==> config.mk <==
export PLATFORM = sky130hd
export DESIGN_NAME = cmult_arbiter
export DESIGN_NICKNAME = d
export VERILOG_FILES = /design/src/rtl/cmult_arbiter_pkg.sv /design/src/rtl/cmult.sv /design/src/rtl/cmult_arbiter_chk.sv /design/src/rtl/cmult_arbiter_fifo.sv /design/src/rtl/cmult_arbiter.sv
export SDC_FILE = /design/constraint.sdc
export NUM_CORES = 2
export LEC_CHECK = 0
export ABC_CLOCK_PERIOD_IN_PS = 7400
export BUFFER_PORTS_ARGS = -buffer_cell sky130_fd_sc_hd__buf_2
export CAP_MARGIN = 20
export CORE_ASPECT_RATIO = 0.9
export CORE_MARGIN = 8
export CORE_UTILIZATION = 40
export DETAILED_ROUTE_END_ITERATION = 8
export HOLD_SLACK_MARGIN = 0.06
export PLACE_DENSITY = 0.58
export REMOVE_ABC_BUFFERS = 1
export SKIP_LAST_GASP = 1
export SYNTH_ARGS = -nofsm -noshare
export SYNTH_HDL_FRONTEND = slang
export SYNTH_HIERARCHICAL = 1
export SYNTH_SLANG_ARGS = --single-unit
==> constraint.sdc <==
create_clock -name clk -period 7.4 [get_ports clk]
set_clock_uncertainty 0.2 [all_clocks]
set_input_delay 0.74 -clock clk [delete_from_list [all_inputs] [get_ports clk]]
set_output_delay 0.74 -clock clk [all_outputs]
set_load 0.01 [all_outputs]
==> src/rtl/cmult_arbiter_pkg.sv <==
// Shared types and constants for the cmult_arbiter slice: requester tag type,
// result record carried through the result FIFO, and the fixed multiplier latency.
package cmult_arbiter_pkg;

    localparam int ARB_NREQ      = 4;
    localparam int ARB_PWIDTH    = 16;
    localparam int CMULT_LATENCY = 7;
    localparam int ID_W          = $clog2(ARB_NREQ);

    typedef logic [ID_W-1:0] id_t;

    typedef struct packed {
        id_t                   id;
        logic [ARB_PWIDTH-1:0] pr;
        logic [ARB_PWIDTH-1:0] pi;
        logic                  ovf;
    } result_t;

    // Requester index 'off' positions after 'base', wrapping at nreq.
    function automatic id_t rr_offset(input id_t base, input int off, input int nreq);
        return id_t'((int'(base) + off) % nreq);
    endfunction

endpackage

==> src/rtl/cmult.sv <==
// Pipelined complex multiplier, 7 clocks input to output.
// p = round_half_up((a*b) >> SRABITS) truncated to PWIDTH; ovf flags a product whose
// discarded upper bits do not all match the kept sign bit (real or imaginary).
module cmult #(
    parameter int AWIDTH  = 16,
    parameter int BWIDTH  = 16,
    parameter int PWIDTH  = 16,
    parameter int SRABITS = 15
) (
    input  logic                     clk,
    input  logic                     rst_n,
    input  logic signed [AWIDTH-1:0] ar,
    input  logic signed [AWIDTH-1:0] ai,
    input  logic signed [BWIDTH-1:0] br,
    input  logic signed [BWIDTH-1:0] bi,
    output logic signed [PWIDTH-1:0] pr,
    output logic signed [PWIDTH-1:0] pi,
    output logic                     ovf
);

    localparam int MW   = AWIDTH + BWIDTH;
    localparam int SW   = MW + 1;
    localparam int RW   = SW + 1;
    localparam int TAIL = 3;
    localparam logic signed [RW-1:0] RND = {{(RW-SRABITS){1'b0}}, 1'b1, {(SRABITS-1){1'b0}}};

    // True when the bits above the kept sign bit disagree with it.
    function automatic logic hi_mismatch(input logic [RW-1:0] v);
        logic [RW-PWIDTH:0] hi;
        hi = v[RW-1:PWIDTH-1];
        return !((&hi) || !(|hi));
    endfunction

    logic signed [AWIDTH-1:0] ar1_r, ai1_r;
    logic signed [BWIDTH-1:0] br1_r, bi1_r;
    logic signed [MW-1:0]     mrr2_r, mii2_r, mri2_r, mir2_r;
    logic signed [SW-1:0]     sr3_r, si3_r;
    logic signed [RW-1:0]     rsum_s, isum_s, rsh_s, ish_s;
    logic                     ovf_rnd_s;
    logic [PWIDTH-1:0]        pr_d_r [TAIL+1];
    logic [PWIDTH-1:0]        pi_d_r [TAIL+1];
    logic                     ovf_d_r [TAIL+1];

    // Round half up, arithmetic shift and overflow detection on the summed products.
    always_comb begin
        rsum_s    = RW'(sr3_r) + RND;
        isum_s    = RW'(si3_r) + RND;
        rsh_s     = rsum_s >>> SRABITS;
        ish_s     = isum_s >>> SRABITS;
        ovf_rnd_s = hi_mismatch(rsh_s) | hi_mismatch(ish_s);
    end

    // Seven register stages: operands, partial products, sums, rounded result, three delay stages.
    always_ff @(posedge clk or negedge rst_n) begin
        if (!rst_n) begin
            ar1_r  <= '0;
            ai1_r  <= '0;
            br1_r  <= '0;
            bi1_r  <= '0;
            mrr2_r <= '0;
            mii2_r <= '0;
            mri2_r <= '0;
            mir2_r <= '0;
            sr3_r  <= '0;
            si3_r  <= '0;
            for (int i = 0; i <= TAIL; i++) begin
                pr_d_r[i]  <= '0;
                pi_d_r[i]  <= '0;
                ovf_d_r[i] <= 1'b0;
            end
        end else begin
            ar1_r  <= ar;
            ai1_r  <= ai;
            br1_r  <= br;
            bi1_r  <= bi;
            mrr2_r <= MW'(ar1_r) * MW'(br1_r);
            mii2_r <= MW'(ai1_r) * MW'(bi1_r);
            mri2_r <= MW'(ar1_r) * MW'(bi1_r);
            mir2_r <= MW'(ai1_r) * MW'(br1_r);
            sr3_r  <= SW'(mrr2_r) - SW'(mii2_r);
            si3_r  <= SW'(mri2_r) + SW'(mir2_r);
            pr_d_r[0]  <= rsh_s[PWIDTH-1:0];
            pi_d_r[0]  <= ish_s[PWIDTH-1:0];
            ovf_d_r[0] <= ovf_rnd_s;
            for (int i = 1; i <= TAIL; i++) begin
                pr_d_r[i]  <= pr_d_r[i-1];
                pi_d_r[i]  <= pi_d_r[i-1];
                ovf_d_r[i] <= ovf_d_r[i-1];
            end
        end
    end

    assign pr  = pr_d_r[TAIL];
    assign pi  = pi_d_r[TAIL];
    assign ovf = ovf_d_r[TAIL];

endmodule

==> src/rtl/cmult_arbiter_chk.sv <==
// Invariant checker for the credit scheme: the FIFO is never pushed while full and
// the credit counter never leaves the range 0..FIFO_DEPTH.
module cmult_arbiter_chk #(
    parameter int FIFO_DEPTH = 8,
    parameter int CRED_W     = 4
) (
    input logic              clk,
    input logic              rst_n,
    input logic              push,
    input logic              full,
    input logic              issue,
    input logic              pop,
    input logic [CRED_W-1:0] credits
);

    // Sample the invariants on every active edge outside reset.
    always @(posedge clk) begin
        if (rst_n) begin
            a_no_push_full: assert (!(push && full));
            a_cred_range:   assert (credits <= CRED_W'(FIFO_DEPTH));
            a_cred_under:   assert (!(issue && (credits == '0)));
            a_cred_over:    assert (!(pop && !issue && (credits == CRED_W'(FIFO_DEPTH))));
        end
    end

endmodule

==> src/rtl/cmult_arbiter_fifo.sv <==
// First-word-fall-through result FIFO. The head entry is presented whenever valid is
// high and stays put until popped. valid/full are registered occupancy flags.
module cmult_arbiter_fifo
    import cmult_arbiter_pkg::*;
#(
    parameter int DEPTH = 8
) (
    input  logic    clk,
    input  logic    rst_n,
    input  logic    push,
    input  result_t din,
    input  logic    pop,
    output result_t dout,
    output logic    valid,
    output logic    full
);

    localparam int AW = $clog2(DEPTH);
    localparam int CW = AW + 1;

    result_t         mem_r [DEPTH];
    logic [AW-1:0]   wr_ptr_r;
    logic [AW-1:0]   rd_ptr_r;
    logic [CW-1:0]   count_r;
    logic [CW-1:0]   count_nxt_s;
    logic            pop_ok_s;

    // Next occupancy from this cycle's push and (qualified) pop.
    always_comb begin
        pop_ok_s = pop && valid;
        case ({push, pop_ok_s})
            2'b10:   count_nxt_s = count_r + CW'(1);
            2'b01:   count_nxt_s = count_r - CW'(1);
            default: count_nxt_s = count_r;
        endcase
    end

    // Storage array and read/write pointers.
    always_ff @(posedge clk or negedge rst_n) begin
        if (!rst_n) begin
            for (int i = 0; i < DEPTH; i++) begin
                mem_r[i] <= '0;
            end
            wr_ptr_r <= '0;
            rd_ptr_r <= '0;
        end else begin
            if (push) begin
                mem_r[wr_ptr_r] <= din;
                wr_ptr_r        <= wr_ptr_r + AW'(1);
            end
            if (pop_ok_s) begin
                rd_ptr_r <= rd_ptr_r + AW'(1);
            end
        end
    end

    // Occupancy counter and the registered empty/full flags derived from it.
    always_ff @(posedge clk or negedge rst_n) begin
        if (!rst_n) begin
            count_r <= '0;
            valid   <= 1'b0;
            full    <= 1'b0;
        end else begin
            count_r <= count_nxt_s;
            valid   <= (count_nxt_s != '0);
            full    <= (count_nxt_s == CW'(DEPTH));
        end
    end

    assign dout = mem_r[rd_ptr_r];

endmodule

==> src/rtl/cmult_arbiter.sv <==
// Shares one cmult between NREQ requesters. A round-robin arbiter issues at most one
// operand pair per clock while credits remain; a {valid,id} tag pipe follows each product
// through the multiplier and pushes the tagged result into a FWFT FIFO. Credits track free
// FIFO slots minus products still in the multiplier, so the FIFO can never overflow.
module cmult_arbiter
    import cmult_arbiter_pkg::*;
#(
    parameter int NREQ       = ARB_NREQ,
    parameter int AWIDTH     = 16,
    parameter int BWIDTH     = 16,
    parameter int PWIDTH     = ARB_PWIDTH,
    parameter int SRABITS    = 15,
    parameter int FIFO_DEPTH = 8
) (
    input  logic                           clk,
    input  logic                           rst_n,
    input  logic [NREQ-1:0]                s_valid,
    output logic [NREQ-1:0]                s_ready,
    input  logic [NREQ-1:0][AWIDTH-1:0]    s_ar,
    input  logic [NREQ-1:0][AWIDTH-1:0]    s_ai,
    input  logic [NREQ-1:0][BWIDTH-1:0]    s_br,
    input  logic [NREQ-1:0][BWIDTH-1:0]    s_bi,
    output logic                           m_valid,
    input  logic                           m_ready,
    output logic [$clog2(NREQ)-1:0]        m_id,
    output logic [PWIDTH-1:0]              m_pr,
    output logic [PWIDTH-1:0]              m_pi,
    output logic                           m_ovf
);

    localparam int CRED_W = $clog2(FIFO_DEPTH + 1);

    id_t                          ptr_r;
    logic [CRED_W-1:0]            credits_r;
    logic                         found_s;
    id_t                          grant_id_s;
    logic                         issue_s;
    logic                         pop_s;
    logic [AWIDTH-1:0]            op_ar_s, op_ai_s;
    logic [BWIDTH-1:0]            op_br_s, op_bi_s;
    logic [CMULT_LATENCY-1:0]     tag_v_r;
    id_t [CMULT_LATENCY-1:0]      tag_id_r;
    logic [PWIDTH-1:0]            c_pr_s, c_pi_s;
    logic                         c_ovf_s;
    logic                         push_s;
    logic                         fifo_full_s;
    result_t                      fifo_din_s;
    result_t                      fifo_dout_s;

    // Round-robin search: first valid requester at or after the pointer, wrapping.
    always_comb begin
        found_s    = 1'b0;
        grant_id_s = '0;
        for (int k = 0; k < NREQ; k++) begin
            if (!found_s && s_valid[rr_offset(ptr_r, k, NREQ)]) begin
                found_s    = 1'b1;
                grant_id_s = rr_offset(ptr_r, k, NREQ);
            end else begin
                found_s    = found_s;
            end
        end
    end

    // Issue only with a free credit; steer the winner's operands to the multiplier, zeros when idle.
    always_comb begin
        issue_s = found_s && (credits_r != '0) && rst_n;
        s_ready = '0;
        op_ar_s = '0;
        op_ai_s = '0;
        op_br_s = '0;
        op_bi_s = '0;
        if (issue_s) begin
            s_ready[grant_id_s] = 1'b1;
            op_ar_s = s_ar[grant_id_s];
            op_ai_s = s_ai[grant_id_s];
            op_br_s = s_br[grant_id_s];
            op_bi_s = s_bi[grant_id_s];
        end else begin
            s_ready = '0;
        end
    end

    assign pop_s  = m_valid && m_ready;
    assign push_s = tag_v_r[CMULT_LATENCY-1];

    // Round-robin pointer moves just past the requester that transferred.
    always_ff @(posedge clk or negedge rst_n) begin
        if (!rst_n) begin
            ptr_r <= '0;
        end else if (issue_s) begin
            ptr_r <= rr_offset(grant_id_s, 1, NREQ);
        end else begin
            ptr_r <= ptr_r;
        end
    end

    // Credits: spent on issue, returned on pop, unchanged when both happen together.
    always_ff @(posedge clk or negedge rst_n) begin
        if (!rst_n) begin
            credits_r <= CRED_W'(FIFO_DEPTH);
        end else begin
            case ({issue_s, pop_s})
                2'b10:   credits_r <= credits_r - CRED_W'(1);
                2'b01:   credits_r <= credits_r + CRED_W'(1);
                default: credits_r <= credits_r;
            endcase
        end
    end

    // Tag pipe aligned with the multiplier; reset drops every in-flight product.
    always_ff @(posedge clk or negedge rst_n) begin
        if (!rst_n) begin
            tag_v_r  <= '0;
            tag_id_r <= '0;
        end else begin
            tag_v_r  <= {tag_v_r[CMULT_LATENCY-2:0], issue_s};
            tag_id_r <= {tag_id_r[CMULT_LATENCY-2:0], grant_id_s};
        end
    end

    cmult #(
        .AWIDTH  (AWIDTH),
        .BWIDTH  (BWIDTH),
        .PWIDTH  (PWIDTH),
        .SRABITS (SRABITS)
    ) u_cmult (
        .clk   (clk),
        .rst_n (rst_n),
        .ar    (op_ar_s),
        .ai    (op_ai_s),
        .br    (op_br_s),
        .bi    (op_bi_s),
        .pr    (c_pr_s),
        .pi    (c_pi_s),
        .ovf   (c_ovf_s)
    );

    assign fifo_din_s = '{id: tag_id_r[CMULT_LATENCY-1], pr: c_pr_s, pi: c_pi_s, ovf: c_ovf_s};

    cmult_arbiter_fifo #(
        .DEPTH (FIFO_DEPTH)
    ) u_fifo (
        .clk   (clk),
        .rst_n (rst_n),
        .push  (push_s),
        .din   (fifo_din_s),
        .pop   (pop_s),
        .dout  (fifo_dout_s),
        .valid (m_valid),
        .full  (fifo_full_s)
    );

    assign m_id  = fifo_dout_s.id;
    assign m_pr  = fifo_dout_s.pr;
    assign m_pi  = fifo_dout_s.pi;
    assign m_ovf = fifo_dout_s.ovf;

    cmult_arbiter_chk #(
        .FIFO_DEPTH (FIFO_DEPTH),
        .CRED_W     (CRED_W)
    ) u_chk (
        .clk     (clk),
        .rst_n   (rst_n),
        .push    (push_s),
        .full    (fifo_full_s),
        .issue   (issue_s),
        .pop     (pop_s),
        .credits (credits_r)
    );

endmodule

==> flow_metrics.env <==
export IMPL_criticalPathCategory="flop to flop"
export IMPL_cts_root_buf="clkbuf_16"
export IMPL_die_area_um2=184000
export IMPL_ant_nets=0
export IMPL_avgSynthCellArea_um2=10.9
export IMPL_stdcell_count=8837
export IMPL_finalCriticalPeriod_ps=7160
export IMPL_cts_sinks=680
export IMPL_clk_pin_slew_ps=60
export IMPL_drive_gt1_share_pct=16.8
export IMPL_clk_latency_ps=710
export IMPL_avgViaCountPerCell=4.98
export IMPL_worst_pin_slew_ps=1120
export IMPL_cts_tree="done"
export IMPL_cts_buffer_depth=3
export IMPL_slew_violations=0
export IMPL_dp_cells=8690
export IMPL_drc=0
export IMPL_whs_ps=124
export IMPL_end_kind="flop"
export IMPL_grt_usage_pct=19.6
export IMPL_die_height_um=408
export IMPL_numCtsBuffers=76
export IMPL_syn_area_um2=68300
export IMPL_hpwl_mm=140
export IMPL_slew_headroom_pct=25.4
export IMPL_die_w_um=452
export IMPL_fp_row_count=144
export IMPL_grt_pass1_vias=48400
export IMPL_setup_worst_path_start_class="flop"
export IMPL_area_growth_pct=10.4
export IMPL_avgRoutedWirePerCell_um=20.1
export IMPL_hold_path_class="primary input to flop"
export IMPL_rsz0062_at_grt="false"
export IMPL_finalSetupViolations=0
export IMPL_num_fill_cells=16100
export IMPL_firstDrtPassIters=8
export IMPL_grt_overflow=0
export IMPL_place_congestion=0.896
export IMPL_cap_viol_max_count=0
export IMPL_r2r_slack_ps=240
export IMPL_postSynthCellCount=6243
export IMPL_path_max_fanout=18
export IMPL_grt_max_degree=199
export IMPL_dp_slack_ps=189
export IMPL_portBuffers=302
export IMPL_pin_count=303
export IMPL_antenna_found_initial=9
export IMPL_start_util_pct=40.1
export IMPL_vias=44000
export IMPL_h_tree_depth=3
export IMPL_grt_first_pass_wirelength_mm=282
export IMPL_postRouteWirelength_mm=178
export IMPL_drt_iter0_markers=2589
export IMPL_crit_required_ps=7830
export IMPL_setup_ws_ps=241
export IMPL_timing_fmax_mhz=140
export IMPL_finalSetupTns_ps=0
export IMPL_yosys_warnings=6
export IMPL_nets=8225
export IMPL_hold_viol_final=0
export IMPL_status="completed"
export IMPL_cts_setup_buffers=0
export IMPL_timing_final_crit_share_pct=96.7
export IMPL_core_um2=170000
export IMPL_cp_arrival_ps=7590
[worst max-delay path, cell delays in order, from the launching register on]
cell and delay [ps]:
dfrtp_1 660, buf_4 410, nand2_1 140, inv_1 130, fa_1 590, fa_1 650
fa_1 490, fa_1 520, fa_1 490, inv_1 50, fa_1 560, inv_1 60
ha_1 330, a21o_1 230, a21o_1 190, a21o_1 200, a221oi_2 340, a21oi_1 180
a311o_1 370, a21oi_1 170, xnor2_1 150
[cell usage in the layout, fill, tap and decap left out, types with 150 or more instances in the layout]
cell type     n
fa_1       1048
and2_1      512
dfrtp_1     675
xnor2_1     150
inv_1      1184
buf_2       301
nand2_1     537
ha_1        404
buf_4       169
mux2_2      313
[layout make-up]
type	count	area [um2]	area share, %
multi-input combinational	4073	45200	59.9
tap	2263	2830	3.75
inverter	1188	4460	5.91
antenna	4	10.0	0.0133
timing repair buffer	490	3130	4.15
sequential	680	17000	22.6
clock buffer	103	2200	2.92
clock inverter	36	543	0.720
[worst paths after layout]
| check | startpoint | endpoint | cells past startpoint |
|---|---|---|---|
| max in group asynchronous | rst_n | u_fifo/mem_r[216] | 4 |
| min in group asynchronous | rst_n | u_cmult/mrr2_r[31] | 2 |
| setup reg to reg | u_cmult/ai1_r[15] | u_cmult/mir2_r[29] | 20 |
| hold reg to reg | tag_id_r[10] | fifo_din_s[33] | 0 |
| hold / removal | s_br[47] | u_cmult/br1_r[15] | 3 |
| setup / recovery | u_cmult/ai1_r[15] | u_cmult/mir2_r[29] | 20 |
[routing by layer]
metal / GRT usage (%) / share of wire (%) / vias up
li1: - / - / 20000
met1: 26.1 / 43 / 22500
met2: 31.1 / 45 / 1280
met3: 4.66 / 7.3 / 298
met4: 7.66 / 4.5 / 0
met5: 0.0260 / 0 / -
[metrics by stage]
stage               area, um2  utilization, %
floorplan               66700               -
global placement        72600            42.6
detailed placement      72600            42.6
CTS                     75400            44.2
global route            75400            44.2
finish                  75400            44.2
[sequential cells by signal, summed over array words and instances (netlist names), 12 cells and up]
signal          count
tag_id_r           12
u_cmult/ai1_r      16
u_cmult/ar1_r      16
u_cmult/bi1_r      16
u_cmult/br1_r      16
u_cmult/mii2_r     32
u_cmult/mir2_r     32
u_cmult/mri2_r     32
u_cmult/mrr2_r     32
u_cmult/pi         16
u_cmult/pi_d_r     48
u_cmult/pr         16
u_cmult/pr_d_r     48
u_cmult/si3_r      19
u_cmult/sr3_r      19
u_fifo/mem_r      280
[what timing repair did]
action | in CTS | in global routing
endpoints found under the setup margin | 0 | 3
endpoints found under the hold margin | 22 | 0
hold buffers | 4 | 0
resized for setup | 0 | 2
Power is not shown: default switching activity piles up to over one toggle a cycle in this logic, so the estimate is an artifact.
